**src/rtl/prod_accum_pkg.sv**
```systemverilog
// Shared types and default widths for the prod_accum streaming accumulator.
package prod_accum_pkg;

  typedef enum logic {
    S_IDLE = 1'b0,
    S_ACC  = 1'b1
  } state_e;

  localparam int unsigned PROD_W_DEF = 25;
  localparam int unsigned ACC_W_DEF  = 32;
  localparam int unsigned CNT_W_DEF  = 8;

endpackage

```
**src/rtl/prod_accum_if.sv**
```systemverilog
// Product-in / frame-result-out handshake bundle for prod_accum.
interface prod_accum_if
  import prod_accum_pkg::*;
#(
  parameter int unsigned PROD_W = PROD_W_DEF,
  parameter int unsigned ACC_W  = ACC_W_DEF,
  parameter int unsigned CNT_W  = CNT_W_DEF
) ();

  logic              in_valid;
  logic              in_ready;
  logic [PROD_W-1:0] in_prod;
  logic              in_last;
  logic              out_valid;
  logic              out_ready;
  logic [ACC_W-1:0]  out_sum;
  logic [CNT_W-1:0]  out_count;
  logic              out_ovf;

  // Producer of products and consumer of results.
  modport master (
    output in_valid, in_prod, in_last, out_ready,
    input  in_ready, out_valid, out_sum, out_count, out_ovf
  );

  // The accumulator itself.
  modport slave (
    input  in_valid, in_prod, in_last, out_ready,
    output in_ready, out_valid, out_sum, out_count, out_ovf
  );

endinterface

```
**src/rtl/prod_accum_add.sv**
```systemverilog
// ACC_W+1-bit accumulate adder with carry-out.
// PROD_ACCUM_SATURATE_EN: clamp the sum to all-ones on carry instead of wrapping.
module prod_accum_add
  import prod_accum_pkg::*;
#(
  parameter int unsigned ACC_W  = ACC_W_DEF,
  parameter int unsigned PROD_W = PROD_W_DEF
) (
  input  logic [ACC_W-1:0]  i_acc,
  input  logic [PROD_W-1:0] i_prod,
  output logic [ACC_W-1:0]  o_sum,
  output logic              o_carry
);

  logic [ACC_W:0] w_full;

  assign w_full  = {1'b0, i_acc} + {{(ACC_W + 1 - PROD_W){1'b0}}, i_prod};
  assign o_carry = w_full[ACC_W];

`ifdef PROD_ACCUM_SATURATE_EN
  // A clamped all-ones accumulator re-carries on any nonzero product, so it stays clamped.
  assign o_sum = o_carry ? {ACC_W{1'b1}} : w_full[ACC_W-1:0];
`else
  assign o_sum = w_full[ACC_W-1:0];
`endif

endmodule

```
**src/rtl/prod_accum.sv**
```systemverilog
// Streaming frame accumulator for multiplier products with a registered result stage.
// Optional PROD_ACCUM_SATURATE_EN (in prod_accum_add) selects clamping over wrapping.
module prod_accum
  import prod_accum_pkg::*;
#(
  parameter int unsigned PROD_W = PROD_W_DEF,
  parameter int unsigned ACC_W  = ACC_W_DEF,
  parameter int unsigned CNT_W  = CNT_W_DEF
) (
  input  logic        clk,
  input  logic        rst,
  prod_accum_if.slave bus
);

  state_e             r_state, w_state_d;
  logic [ACC_W-1:0]   r_acc, w_acc_d;
  logic [CNT_W-1:0]   r_cnt, w_cnt_d, w_cnt_inc;
  logic               r_ovf, w_ovf_d, w_ovf_inc;

  logic               r_out_valid, w_out_valid_d;
  logic [ACC_W-1:0]   r_out_sum, w_out_sum_d;
  logic [CNT_W-1:0]   r_out_count, w_out_count_d;
  logic               r_out_ovf, w_out_ovf_d;

  logic               w_in_ready, w_in_acc;
  logic [ACC_W-1:0]   w_add_a, w_add_sum;
  logic               w_add_carry;

  assign w_in_ready = ~r_out_valid | bus.out_ready;
  assign w_in_acc   = bus.in_valid & w_in_ready;
  assign w_add_a    = (r_state == S_ACC) ? r_acc : '0;

  prod_accum_add #(
    .ACC_W  (ACC_W),
    .PROD_W (PROD_W)
  ) u_add (
    .i_acc   (w_add_a),
    .i_prod  (bus.in_prod),
    .o_sum   (w_add_sum),
    .o_carry (w_add_carry)
  );

  always_comb begin
    w_state_d     = r_state;
    w_acc_d       = r_acc;
    w_cnt_d       = r_cnt;
    w_ovf_d       = r_ovf;
    w_out_sum_d   = r_out_sum;
    w_out_count_d = r_out_count;
    w_out_ovf_d   = r_out_ovf;
    w_out_valid_d = r_out_valid & ~bus.out_ready;
    w_cnt_inc     = CNT_W'(1);
    w_ovf_inc     = w_add_carry;

    unique case (r_state)
      S_IDLE: begin
        w_cnt_inc = CNT_W'(1);
        w_ovf_inc = w_add_carry;
      end
      S_ACC: begin
        w_cnt_inc = (&r_cnt) ? r_cnt : r_cnt + CNT_W'(1);
        w_ovf_inc = r_ovf | w_add_carry;
      end
    endcase

    if (w_in_acc) begin
      if (bus.in_last) begin
        // A new result overrides the clear from a same-cycle output accept.
        w_out_valid_d = 1'b1;
        w_out_sum_d   = w_add_sum;
        w_out_count_d = w_cnt_inc;
        w_out_ovf_d   = w_ovf_inc;
        w_state_d     = S_IDLE;
        w_acc_d       = '0;
        w_cnt_d       = '0;
        w_ovf_d       = 1'b0;
      end else begin
        w_state_d = S_ACC;
        w_acc_d   = w_add_sum;
        w_cnt_d   = w_cnt_inc;
        w_ovf_d   = w_ovf_inc;
      end
    end
  end

  always_ff @(posedge clk or posedge rst) begin
    if (rst) begin
      r_state     <= S_IDLE;
      r_acc       <= '0;
      r_cnt       <= '0;
      r_ovf       <= 1'b0;
      r_out_valid <= 1'b0;
      r_out_sum   <= '0;
      r_out_count <= '0;
      r_out_ovf   <= 1'b0;
    end else begin
      r_state     <= w_state_d;
      r_acc       <= w_acc_d;
      r_cnt       <= w_cnt_d;
      r_ovf       <= w_ovf_d;
      r_out_valid <= w_out_valid_d;
      r_out_sum   <= w_out_sum_d;
      r_out_count <= w_out_count_d;
      r_out_ovf   <= w_out_ovf_d;
    end
  end

  assign bus.in_ready  = w_in_ready;
  assign bus.out_valid = r_out_valid;
  assign bus.out_sum   = r_out_sum;
  assign bus.out_count = r_out_count;
  assign bus.out_ovf   = r_out_ovf;

endmodule

```
**src/flat_wrapper.sv**
```systemverilog
// flat-port wrapper written by rule: the top's interface ports become plain ports
module prod_accum_flat import prod_accum_pkg::*;
#(
  parameter int unsigned PROD_W = PROD_W_DEF,
  parameter int unsigned ACC_W  = ACC_W_DEF,
  parameter int unsigned CNT_W  = CNT_W_DEF
)
  (clk, rst, bus_in_valid, bus_in_prod, bus_in_last, bus_out_ready, bus_in_ready, bus_out_valid, bus_out_sum, bus_out_count, bus_out_ovf);
  prod_accum_if #(.PROD_W(PROD_W), .ACC_W(ACC_W), .CNT_W(CNT_W)) bus_i ();
  input  logic clk;
  input  logic rst;
  input wire logic [$bits(bus_i.in_valid)-1:0] bus_in_valid;
  input wire logic [$bits(bus_i.in_prod)-1:0] bus_in_prod;
  input wire logic [$bits(bus_i.in_last)-1:0] bus_in_last;
  input wire logic [$bits(bus_i.out_ready)-1:0] bus_out_ready;
  output wire logic [$bits(bus_i.in_ready)-1:0] bus_in_ready;
  output wire logic [$bits(bus_i.out_valid)-1:0] bus_out_valid;
  output wire logic [$bits(bus_i.out_sum)-1:0] bus_out_sum;
  output wire logic [$bits(bus_i.out_count)-1:0] bus_out_count;
  output wire logic [$bits(bus_i.out_ovf)-1:0] bus_out_ovf;
  assign bus_i.in_valid = bus_in_valid;
  assign bus_i.in_prod = bus_in_prod;
  assign bus_i.in_last = bus_in_last;
  assign bus_i.out_ready = bus_out_ready;
  assign bus_in_ready = bus_i.in_ready;
  assign bus_out_valid = bus_i.out_valid;
  assign bus_out_sum = bus_i.out_sum;
  assign bus_out_count = bus_i.out_count;
  assign bus_out_ovf = bus_i.out_ovf;
  prod_accum #(.PROD_W(PROD_W), .ACC_W(ACC_W), .CNT_W(CNT_W)) u_core (.clk(clk), .rst(rst), .bus(bus_i));
endmodule
```
**config.mk**
```make
export PLATFORM = sky130hd
export DESIGN_NAME = prod_accum_flat
export DESIGN_NICKNAME = d
export VERILOG_FILES = /design/src/rtl/prod_accum_pkg.sv /design/src/rtl/prod_accum_if.sv /design/src/rtl/prod_accum_add.sv /design/src/rtl/prod_accum.sv /design/src/flat_wrapper.sv
export SDC_FILE = /design/constraint.sdc
export NUM_CORES = 1
export LEC_CHECK = 0
export BUFFER_PORTS_ARGS = -buffer_cell sky130_fd_sc_hd__buf_2
export CORE_MARGIN = 2
export CORE_UTILIZATION = 55
export CTS_CLUSTER_SIZE = 12
export DETAILED_ROUTE_END_ITERATION = 12
export GPL_TIMING_DRIVEN = 0
export PLACE_DENSITY = 0.73
export SLEW_MARGIN = 0
export SYNTH_ARGS = -nofsm -noshare
export SYNTH_HDL_FRONTEND = slang
export SYNTH_HIERARCHICAL = 1
export SYNTH_SLANG_ARGS = --single-unit
```
**constraint.sdc**
```tcl
create_clock -name clk -period 7.65 [get_ports clk]
set_clock_uncertainty 0.1 [all_clocks]
set_input_delay 1.53 -clock clk [delete_from_list [all_inputs] [get_ports clk]]
set_output_delay 1.53 -clock clk [all_outputs]
set_load 0.005 [all_outputs]
```
Word-level counts from Yosys, hierarchy flattened
Index checks and enable logic that the tools add are counted.
{ "word_totals": {"reg_bits": 84, "word_cells": 29} }
{ "classes": {"add_sub_neg": 2, "reduce_logical": 2, "bitwise": 7, "muxes": 10} }
{ "ops": {"columns": ["operator", "n"], "rows": [
  ["$mux W32", 2],
  ["$add A32 B25 Y33", 1],
  ["$mux W8", 2],
  ["$pmux W8 S2", 1],
  ["$add A8 B1 Y8 const B", 1],
  ["$reduce_and A8 Y1", 1],
  ["$mux W1", 4],
  ["$not A1 Y1", 3],
  ["$and A1 B1 Y1", 2],
  ["$or A1 B1 Y1", 2],
  ["$pmux W1 S2", 1],
  ["$reduce_and A2 Y1", 1]
]} }

Depth between registers and ports, before layout
{ "logic_depth": {"depth_word": 5, "ltp_mapped": 13, "ltp_nobuf": 12} }

Hierarchy
The synthesis kept the hierarchy.
{ "modules_own_cells": {"columns": ["mod", "area_per_inst_um2", "seq_area_each_um2", "cells_each", "instances"], "rows": [
  ["prod_accum", 3744.8, 2102.0, 419, 1],
  ["prod_accum_add", 1471.4, 0.0, 208, 1]
]} }

Worst setup path after synthesis
OpenSTA, ideal clock, no wires.
{ "synth_path": {"kind": "input -> register", "start": "input bus_in_prod[0]", "end": "register u_core.r_acc[18]", "required_time_ps": 7433, "setup_time_ps": 117, "stages": 11, "slack_ps": 4034, "arrival_ps": 3399, "cell_sequence": "ha_1 -> fa_1 -> a211oi_1 -> o21ai_1 -> o21ai_1 -> nand2_1 -> a21oi_1 -> o21ai_0 -> xor2_1 -> nand3b_1 -> nand2_1"} }
{ "synth_between": {"elab_chain_cells": 2} }
{ "synth_lines": {"columns": ["element", "line_no", "rtl"], "rows": [
  ["from (decl)", "flat_wrapper.sv:13", "input wire logic [$bits(bus_i.in_prod)-1:0] bus_in_prod;"],
  ["$add A32 B25 Y33", "prod_accum_add.sv:17", "assign w_full = {1'b0, i_acc} + {{(ACC_W + 1 - PROD_W){1'b0}}, i_prod};"],
  ["net u_core.w_add_sum[18]", "prod_accum.sv:26", "logic [ACC_W-1:0] w_add_a, w_add_sum;"],
  ["$mux W32", "prod_accum.sv:67", "if (bus.in_last) begin"],
  ["to (signal assigned)", "prod_accum.sv:98", "r_acc <= w_acc_d;"],
  ["to (decl)", "prod_accum.sv:16", "logic [ACC_W-1:0] r_acc, w_acc_d;"]
]} }
The timed path passes the listed nets, and every way through them passes these cells.
A chain may end at the register's enable or synchronous reset.

Worst setup path in the final report
{ "layout_path": {"start": "input bus_in_prod[6]", "end": "register u_core.r_acc[23]"} }
Same word-level chain as after synthesis.

==> metrics.cfg <==
[layout]
area.growth.synth_to_final_pct = 15.0
stdcell_count = 845
fin_nets = 768
drive_gt1_frac = 0.156
fillCellCount = 809
diodes = 0
final_area_um2 = 6000
finish.utilization = 0.649

[timing]
rsz0062_at_grt = false
maxSlewViolCount = 0
setup_viol = 0
finalCriticalPeriod_ps = 3760
worstMarginPinSlew_ps = 586
slew_headroom = 0.609
finalSetupTns_ps = 0
fmax_mhz = 266
fin_crit_sh = 0.492
hold_ws_ps = 364
hold_violations = 0

[place]
dp_hpwl_mm = 9.58
dp_cells = 829
port_buffers = 72
post_dp_cell_area_um2 = 5770
place_congestion = 0.887

[global_routing]
grt_overflow_total = 0
gr-usage-all-layers = 0.265
grt_max_degree = 53
antenna_found_initial = 0
grt_pass1_vias = 4381
grt_first_pass_wirelength_mm = 21.2

[synth]
syn-instance-count = 627
ys_ff_latch = 84
synth_top_area_frac = 0.403
ys_top_cells_by_area = dfrtp_1 40%, nand2_1 14%, ha_1 6.2%
synth_seq_area_share = 0.403
ys_async_sr_fraction = 1.00
synth_edf_count = 0
syn_area_um2 = 5220
synth_ff_type = dfrtp_1
synth_nets = 684
yosysWarnings = 6
yosys.cell_types.count = 54
synth_area_per_cell_um2 = 8.32
synth_top_area_cell = dfrtp_1

[power_and_ir_drop]
total_leakage_power_nw = 3.11
peakVddDrop_uv = 144
power_density_nw_per_um2 = 206

[run_status]
outcome = finished, final reports clean

[critical_path]
cp_max_fo = 6
crit_type = in -> reg
worstReg2RegStart = u_core/r_state
arrival_ps = 3960
start_kind = input pin
slowest_delay_ps = 470
crit_buf_inv = 1
crit_required_ps = 7850
critPathTopFamily = compound AO/OA/AOI/OAI gates
slowest_stage = a311oi_1
worstSetupPathDepth = 10
reg2reg_to = u_core/r_acc[20]
path_cells = buf_2, ha_1, a21o_1, or2_1, o31ai_2, a311o_1, o21bai_1, a311oi_1, nand3b_1, nand2_1
end_kind = flip-flop
reg2regPathDepth = 13
rrSetupSlack_ps = 4180

[die]
rows = 35
io_pins = 73
core_um2 = 9240
dieArea_um2 = 10300
die_h_um = 101
initial_core_util = 0.565
die_w_um = 101

[min_path]
hp-class = reg -> reg
min-delay-start = u_core/r_acc[8]
min_delay_path_depth = 2
holdPathEnd = u_core/r_acc[8]

[route]
remaining_drc_errors = 0
vias = 4556
drtIter0Drc = 205
antenna_left = 0
viasPerCell = 5.39
routed_wl_mm = 12.9
wire_per_inst_um = 15.2
dr.pass1.iters = 5

[clock_network]
post_cts_buffers = 0
hold_buffers = 0
cts_resized = 0
cts-root-buf = clkbuf_8
cts_tree = built
cts_buffer_depth = 2
insertion_delay_ps = 370
path_clk_slew_ps = 90
clock_sinks = 84
htreeDepth = 3
cts_made_buffers = 9

[run]
cap_violations = 0

[cell families (layout without fill, tap and decap cells)]
family                   after synthesis  after routing  synth area share
adder cells (fa/ha/maj)               27             27            0.0662
XOR/XNOR                              29             29            0.0487
AND/OR/NAND/NOR                      332            332             0.306
multiplexers                           1              1           0.00216
AO/OA/AOI/OAI                        116            116             0.142
buffers and inverters                 38            127            0.0319
flip-flops                            84             84             0.403
[worst reg2reg max path, cell delays in order (launching register included)]
cell and delay, ps:
dfrtp_1 470, clkbuf_1 280, and2_1 250, ha_1 230
fa_1 430, a211oi_1 260, o21ai_1 180, o21ai_1 220
nand2_1 150, a21oi_1 320, o21bai_1 140, xor2_1 210
nand3b_1 100, nand2_1 70
[cell usage after synthesis, drive strengths merged, types with 5 or more instances]
cell type,count
nand3,14
xnor2,17
nand4,7
clkbuf,18
nor2,18
o21ai,28
nand3b,32
o21bai,5
nor2b,5
and2,36
a21o,12
nand2,193
o211ai,5
inv,6
dfrtp,84
a21oi,41
buf,14
ha,26
xor2,12
[worst max-delay path by stage]
stage / startpoint / endpoint / slack (ps)
2_1_floorplan: rst / u_core/bus.out_count[0] / 3850
3_3_place_gp: rst / u_core/bus.out_sum[18] / 2880
3_5_place_dp: bus_in_prod[0] / u_core/r_acc[20] / 3590
4_1_cts: bus_in_prod[0] / u_core/r_acc[20] / 3960
5_1_grt: bus_in_prod[0] / u_core/r_acc[20] / 3670
6_report: bus_in_prod[6] / u_core/r_acc[23] / 3890
[layout by cell type, fill, tap and decap left out, drive strengths merged, types with 5 or more instances in the layout]
cell type  synthesis  layout
nor2              18      18
nand3             14      14
nor2b              5       5
inv                6       9
o21ai             28      28
o211ai             5       5
ha                26      26
dfrtp             84      84
nand2            193     193
xor2              12      12
xnor2             17      17
nand3b            32      32
and2              36      36
buf               14      87
nand4              7       7
o21bai             5       5
a21oi             41      41
clkbuf            18      27
a21o              12      12
[final cells by class]
cell class	count	area [µm²]	share of cell area
clock buffers	9	124	0.0207
clock inverters	7	105	0.0175
well taps	129	161	0.0269
flip-flops and latches	84	2100	0.351
multi-input cells	505	2950	0.492
inverters	6	25.0	0.00417
plain buffers	32	144	0.0240
repair buffers	73	388	0.0647
[sequential cells by signal, summed over array words and instances (netlist names)]
register and flops:
u_core/bus.out_ovf 1, u_core/r_state 1, u_core/r_acc 32, u_core/r_cnt 8, u_core/r_ovf 1, u_core/bus.out_sum 32
u_core/bus.out_valid 1, u_core/bus.out_count 8
[stage by stage]
stage	worst slack, ps	power (W)
global route	3670	0.00132
floorplan	3850	0.000765
finish	3890	0.00124
detailed placement	3590	0.000877
CTS	3960	0.00125
global placement	2880	0.000868
[power breakdown]
part,switching [W],internal (W)
clock,0.000177,0.000189
combinational,0.000198,0.000133
sequential,0.0000330,0.000507
[routing by layer]
layer  vias up  part of all wire  track usage
met5         -                 0            0
met4         0            0.0085       0.0717
met3         9             0.043       0.0435
met2       103              0.46        0.425
met1      2143              0.49        0.373
li1       2301                 -            -
No activity file was read; power rests on OpenSTA's default activity.
